## src/rtl/result_drain.sv

```systemverilog
// Drains ARRAY_SIZE result words from the outcome SRAM onto a valid/ready stream.
// Optional DRAIN_CHECKSUM_EN adds a running XOR checksum of the handshaken words.
module result_drain #(
  parameter int ARRAY_SIZE = 32,
  parameter int DATA_WIDTH = 32,
  parameter int ADDR_WIDTH = $clog2(ARRAY_SIZE)
) (
  input  logic                  clk,
  input  logic                  srst,
  input  logic                  start,
  output logic                  busy,
  output logic                  done,
  output logic                  sram_csb,
  output logic [ADDR_WIDTH-1:0] sram_raddr,
  input  logic [DATA_WIDTH-1:0] sram_rdata,
  output logic                  out_valid,
  input  logic                  out_ready,
  output logic [DATA_WIDTH-1:0] out_data,
  output logic [ADDR_WIDTH-1:0] out_index,
  output logic                  out_last
`ifdef DRAIN_CHECKSUM_EN
  ,
  output logic [DATA_WIDTH-1:0] checksum
`endif
);

  localparam logic [ADDR_WIDTH-1:0] LAST_IDX = ADDR_WIDTH'(ARRAY_SIZE - 1);

  typedef enum logic [1:0] {
    IDLE  = 2'd0,
    DRAIN = 2'd1,
    FLUSH = 2'd2,
    DONE  = 2'd3
  } state_t;

  state_t state, state_nxt;

  logic [ADDR_WIDTH-1:0] rd_cnt;
  logic [ADDR_WIDTH-1:0] pop_cnt;
  logic                  pending;
  logic [1:0]            fifo_count;
  logic [1:0]            wr_ptr;
  logic [1:0]            rd_ptr;
  logic [DATA_WIDTH-1:0] fifo_mem [3];

  logic issue;
  logic push;
  logic pop;
  logic start_acc;
  logic last_pop;

  function automatic logic [1:0] ptr_inc(input logic [1:0] p);
    return (p == 2'd2) ? 2'd0 : p + 2'd1;
  endfunction

  // Credit uses registered count and in-flight flag only, so out_ready never reaches sram_csb.
  always_comb begin
    issue     = (state == DRAIN) && (({1'b0, fifo_count} + {2'b00, pending}) < 3'd3);
    push      = pending;
    out_valid = (fifo_count != 2'd0);
    pop       = out_valid && out_ready;
    start_acc = (state == IDLE) && start;
    last_pop  = pop && (pop_cnt == LAST_IDX);
  end

  always_ff @(posedge clk) begin
    if (srst) state <= IDLE;
    else      state <= state_nxt;
  end

  always_comb begin
    state_nxt = state;
    case (state)
      IDLE:    if (start) state_nxt = DRAIN;
      DRAIN:   if (issue && (rd_cnt == LAST_IDX)) state_nxt = FLUSH;
      FLUSH:   if (last_pop) state_nxt = DONE;
      DONE:    state_nxt = IDLE;
      default: state_nxt = IDLE;
    endcase
  end

  always_comb begin
    busy     = (state == DRAIN) || (state == FLUSH);
    done     = (state == DONE);
    sram_csb = !issue;
  end

  assign sram_raddr = rd_cnt;

  always_ff @(posedge clk) begin
    if (srst || start_acc) begin
      rd_cnt     <= '0;
      pop_cnt    <= '0;
      pending    <= 1'b0;
      fifo_count <= '0;
      wr_ptr     <= '0;
      rd_ptr     <= '0;
    end else begin
      pending <= issue;
      if (issue && (rd_cnt != LAST_IDX)) rd_cnt <= rd_cnt + ADDR_WIDTH'(1);
      if (push) wr_ptr <= ptr_inc(wr_ptr);
      if (pop) begin
        rd_ptr  <= ptr_inc(rd_ptr);
        pop_cnt <= pop_cnt + ADDR_WIDTH'(1);
      end
      case ({push, pop})
        2'b10:   fifo_count <= fifo_count + 2'd1;
        2'b01:   fifo_count <= fifo_count - 2'd1;
        default: fifo_count <= fifo_count;
      endcase
    end
  end

  always_ff @(posedge clk) begin
    if (push) fifo_mem[wr_ptr] <= sram_rdata;
  end

  // Head fields are forced to zero while empty so the reset/idle view is clean.
  always_comb begin
    out_data  = out_valid ? fifo_mem[rd_ptr] : '0;
    out_index = out_valid ? pop_cnt : '0;
    out_last  = out_valid && (pop_cnt == LAST_IDX);
  end

`ifdef DRAIN_CHECKSUM_EN
  always_ff @(posedge clk) begin
    if (srst || start_acc) checksum <= '0;
    else if (pop)          checksum <= checksum ^ out_data;
  end
`endif

endmodule

```

## config.mk

```make
export PLATFORM = sky130hd
export DESIGN_NAME = result_drain
export DESIGN_NICKNAME = d
export VERILOG_FILES = /design/src/rtl/result_drain.sv
export SDC_FILE = /design/constraint.sdc
export NUM_CORES = 1
export LEC_CHECK = 0
export ABC_AREA = 1
export CORE_UTILIZATION = 36
export CTS_CLUSTER_DIAMETER = 30
export CTS_CLUSTER_SIZE = 8
export DETAILED_ROUTE_END_ITERATION = 16
export DONT_BUFFER_PORTS = 1
export PLACE_DENSITY_LB_ADDON = 0.2
export SETUP_SLACK_MARGIN = 0.3
export SYNTH_ARGS = -nofsm -noshare
export SYNTH_HDL_FRONTEND = slang
export SYNTH_SLANG_ARGS = --single-unit
```

## constraint.sdc

```tcl
create_clock -name clk -period 3.5 [get_ports clk]
set_input_delay 0.875 -clock clk [delete_from_list [all_inputs] [get_ports clk]]
set_output_delay 0.875 -clock clk [all_outputs]
set_load 0.01 [all_outputs]
```

Word level (Yosys, flattened, before mapping)
Memory sizes are Yosys's and may differ from the RTL's. A register that Yosys moved wholly into a read port is not among the register bits.
Index checks and enable logic that the tools add are counted.

storage, ports and cells
  bits in registers = 19
  RAM bits = 96
  input bits = 36
  output and inout port bits = 47
  logic and storage cells = 56
  memories kept = 1

cells by class
  add/sub/neg operators = 7
  $lt $le $gt $ge = 1
  equality and inequality tests = 13
  multiplexer cells = 13
  reduce and logical (&&, ||, !) cells = 14

memories
  name      words  width  read ports  clocked after memory_dff  write ports  line  RTL
  fifo_mem  3      32     1           1                         1            44    logic [DATA_WIDTH-1:0] fifo_mem [3];

operator list
  cell                 number
  $mux 32              1
  $mux 2               7
  $add 5x1->5 const B  2
  $eq 2x2->1 const B   5
  $eq 5x5->1 const B   2
  $pmux 2 s4           1
  $logic_and 1x1->1    7
  $add 2x1->2 const B  3
  $mux 5               1
  $ne 5x5->1 const B   1
  $eq 2x1->1 const B   2
  $ne 2x2->1 const B   2
  $pmux 2 s2           1
  $reduce_bool 2->1    2
  $add 2x1->3          1
  $lt 3x2->1 const B   1
  $reduce_and 3->1     1
  $logic_not 2->1      1
  $logic_or 1x1->1     2
  $mux 1               2
  $ne 2x1->1 const B   1
  $sub 2x1->2 const B  1
  $logic_not 1->1      1

Depth between registers and ports, before layout
  depth after elaboration = 6
  mapped depth = 10
  mapped depth without buffers = 10

Least setup slack after synthesis
Ideal clock, no wire load.

  path kind = register to register
  from = reg pending
  to = mem fifo_mem[0][0] (enable)
  library setup time = 0.463 ns
  arrival time = 2.674 ns
  setup slack = 0.363 ns
  stages on the path, launching flop included = 3
  path buffers = 0
  path through = dfxtp_1 inv_1 nor3_1

between the ends
  word-level cells in the longest chain between the ends = 2

RTL lines
  item                          line  RTL
  start, declared               40    logic pending;
  start signal, assigned        99    pending <= issue;
  $mux 1                        115   if (push) fifo_mem[wr_ptr] <= sram_rdata;
  $mux 1 (implied by the code)  115
  end, declared                 44

Every way passes these cells.

==> out/results.ini <==
[sta]
layout_min_cycle_time_ps = 2850
max_freq_ghz = 0.351
setup_viol = 0
tightest_slew_ps = 667
setup_tns_ps = 0
final.period_utilization_pct = 81.4
rsz0062_at_grt = no
max_slew_margin_pct = 55.3
slew_violations = 0
fin_skew_ps = 9.65
finalHoldViolations = 0

[synthesis]
synth_edf_count = 96
synth_area_um2 = 5040
ys_seq_elements = 117
synth_cell_types = 32
yosysSeqAreaShare_pct = 65.5
syn_nets = 459
syn-mean-instance-area_um2 = 12.3
async_flop_share_pct = 0
synth_warnings = 0
synth-main-ff-cell = edfxtp_1
syn_inst = 411

[place]
portBuffers = 0
hpwl_um = 5930
dpl.cell_count = 580
place_area_um2 = 5230
place_congestion = 0.742

[worst_setup_path]
required_ps = 2620
startpoint_type = flip-flop
critical_path_class = reg2out
cp-end-kind = primary output
timing.rr.start = fifo_count[0]$_SDFFE_PP0P_
worstPathArrival_ps = 1980
worstPathMaxFanout = 24

[worst_hold_path]
min-delay-start = pop_cnt[4]$_SDFFE_PP0P_
hold_path_class = reg2reg

[global_route]
grt_pass1_wl_um = 14900
grt_overflow_total = 0
antenna_found_initial = 0
met1_usage_pct = 16.4
use_met2_pct = 22.0
grt_util_met3_pct = 6.13
grt_usage_pct = 14.0
grt_pass1_vias = 2955
grt.busiest_layer = met2
grt_max_degree = 35

[clock_tree]
cts.sinks = 117
clock_path_buffers = 2
cts_inserted_buffers = 17
hold_buffers = 0
cts_tree = yes
clkSlewWorstSetupHoldPaths_ps = 50
ctsResizeCount = 0
post_cts_buffers = 0
clock_latency_ps = 410
htree_levels = 4
clock-root-buffer = clkbuf_16

[finish]
final_common_cell = edfxtp_1
finalInstanceArea_um2 = 5780
area.growth.synth_to_final_pct = 14.7
post_route_cells_drive_above_1_share_pct = 18.3
final-instance-count-excl-fill = 612
layout.nets = 471
diodes = 0
mostFrequentLayoutCells = 96 x edfxtp_1, 88 x inv_1, 46 x a21oi_1

[floorplan]
die-width_um = 120
num_rows = 42
fp.dieH_um = 120
initial_core_util_pct = 37.5
dieArea_um2 = 14500
core_um2 = 13500
ioPinCount = 83

[routing]
routedWlPerCell_um = 15.5
viasPerCell = 4.70
drc = 0
final_antenna_net_count = 0
vias = 2879
wl_um = 9480
first_iter_violations = 167
detail_route.first_pass.iterations = 4

[power]
seqPwrFrac_pct = 44.3
p_int_mw = 2.80
power_switching_mw = 0.933
p_sw_share_pct = 25.0
power.density_nw_per_um2 = 645
power_mw = 3.73
p_leak_nw = 2.41
ir_worst_vdd_mv = 0.321
clock_power_share_pct = 42.8
comb_power_share_pct = 13.0

[run_status]
status = completed

[run]
maxCapViolations = 0

==> registers in the layout, summed over array words and instances (netlist names), named ones only <==
| register | flops |
|---|---|
| fifo_mem | 96 |
| pop_cnt | 5 |
| sram_raddr | 5 |
| fifo_count | 2 |
| rd_ptr | 2 |
| state | 2 |
| wr_ptr | 2 |
| pending | 1 |
==> worst max-delay path: stages (launching register included) <==
cell and delay (ps):
dfxtp_2 720, buf_4 300, mux2_4 310, o21ai_1 140, inv_1 100
==> final timing paths <==
| path | to | slack (ps) | cells past startpoint |
|---|---|---|---|
| setup / recovery | out_data[15] | 650 | 4 |
| hold reg to reg | pop_cnt[4]$_SDFFE_PP0P_ | 480 | 2 |
| hold / removal | pop_cnt[4]$_SDFFE_PP0P_ | 480 | 2 |
| setup reg to reg | fifo_count[1]$_SDFFE_PP0P_ | 1410 | 8 |
==> metrics by stage <==
step / setup WS, ps / hold WS (ps) / utilization [%]
floorplan: 363 / 448 / -
global placement: 1010 / 473 / 38.9
detailed placement: 986 / 472 / 38.9
CTS: 556 / 481 / 43.0
global route: 481 / 529 / 43.0
finish: 649 / 477 / 43.0
==> kinds of logic after synthesis <==
| logic type | after synthesis | share of synthesized area (%) |
|---|---|---|
| mux | 32 | 7.82 |
| flops | 117 | 65.5 |
| xor+xnor | 1 | 0.174 |
| fa+ha+maj | 12 | 2.98 |
| simple gates | 55 | 5.51 |
| buf+inv | 105 | 8.93 |
| compound gates | 89 | 9.06 |
==> area by class of cell <==
| class | count | area (um2) |
|---|---|---|
| fillers | 1281 | 7670 |
| repair buffers | 8 | 72.6 |
| inverters | 90 | 338 |
| multi-input cells | 189 | 1300 |
| flip-flops and latches | 117 | 3310 |
| clock inverters | 14 | 118 |
| clock buffers | 18 | 429 |
| well taps | 176 | 220 |
==> power by group through the flow <==
stage	clock (mW)	combinational [mW]	sequential (mW)
after floorplan	0	0.413	1.66
after global placement	0	0.482	1.68
after detailed placement	0	0.493	1.68
after CTS	1.63	0.495	1.65
after global routing	1.69	0.548	1.66
final	1.60	0.483	1.65
==> per-layer routing <==
metal  up-vias  routed length, um
met5         -                  0
li1       1419                  -
met3        14                677
met1      1364               4230
met4         0                158
met2        82               4410
==> synth_stat cells (all sizes together) (5+ instances only) <==
cell    instances  area [um2]
inv            90         338
buf            10        92.6
ha             12         150
mux2           32         394
a21oi          47         239
clkbuf          5        20.0
edfxtp         96        2880
nor2           18        91.3
nand2          22        90.1
o21ai          40         200
dfxtp          21         420
nand3           6        40.0
Note: power is estimated with default switching activity, not from simulation.
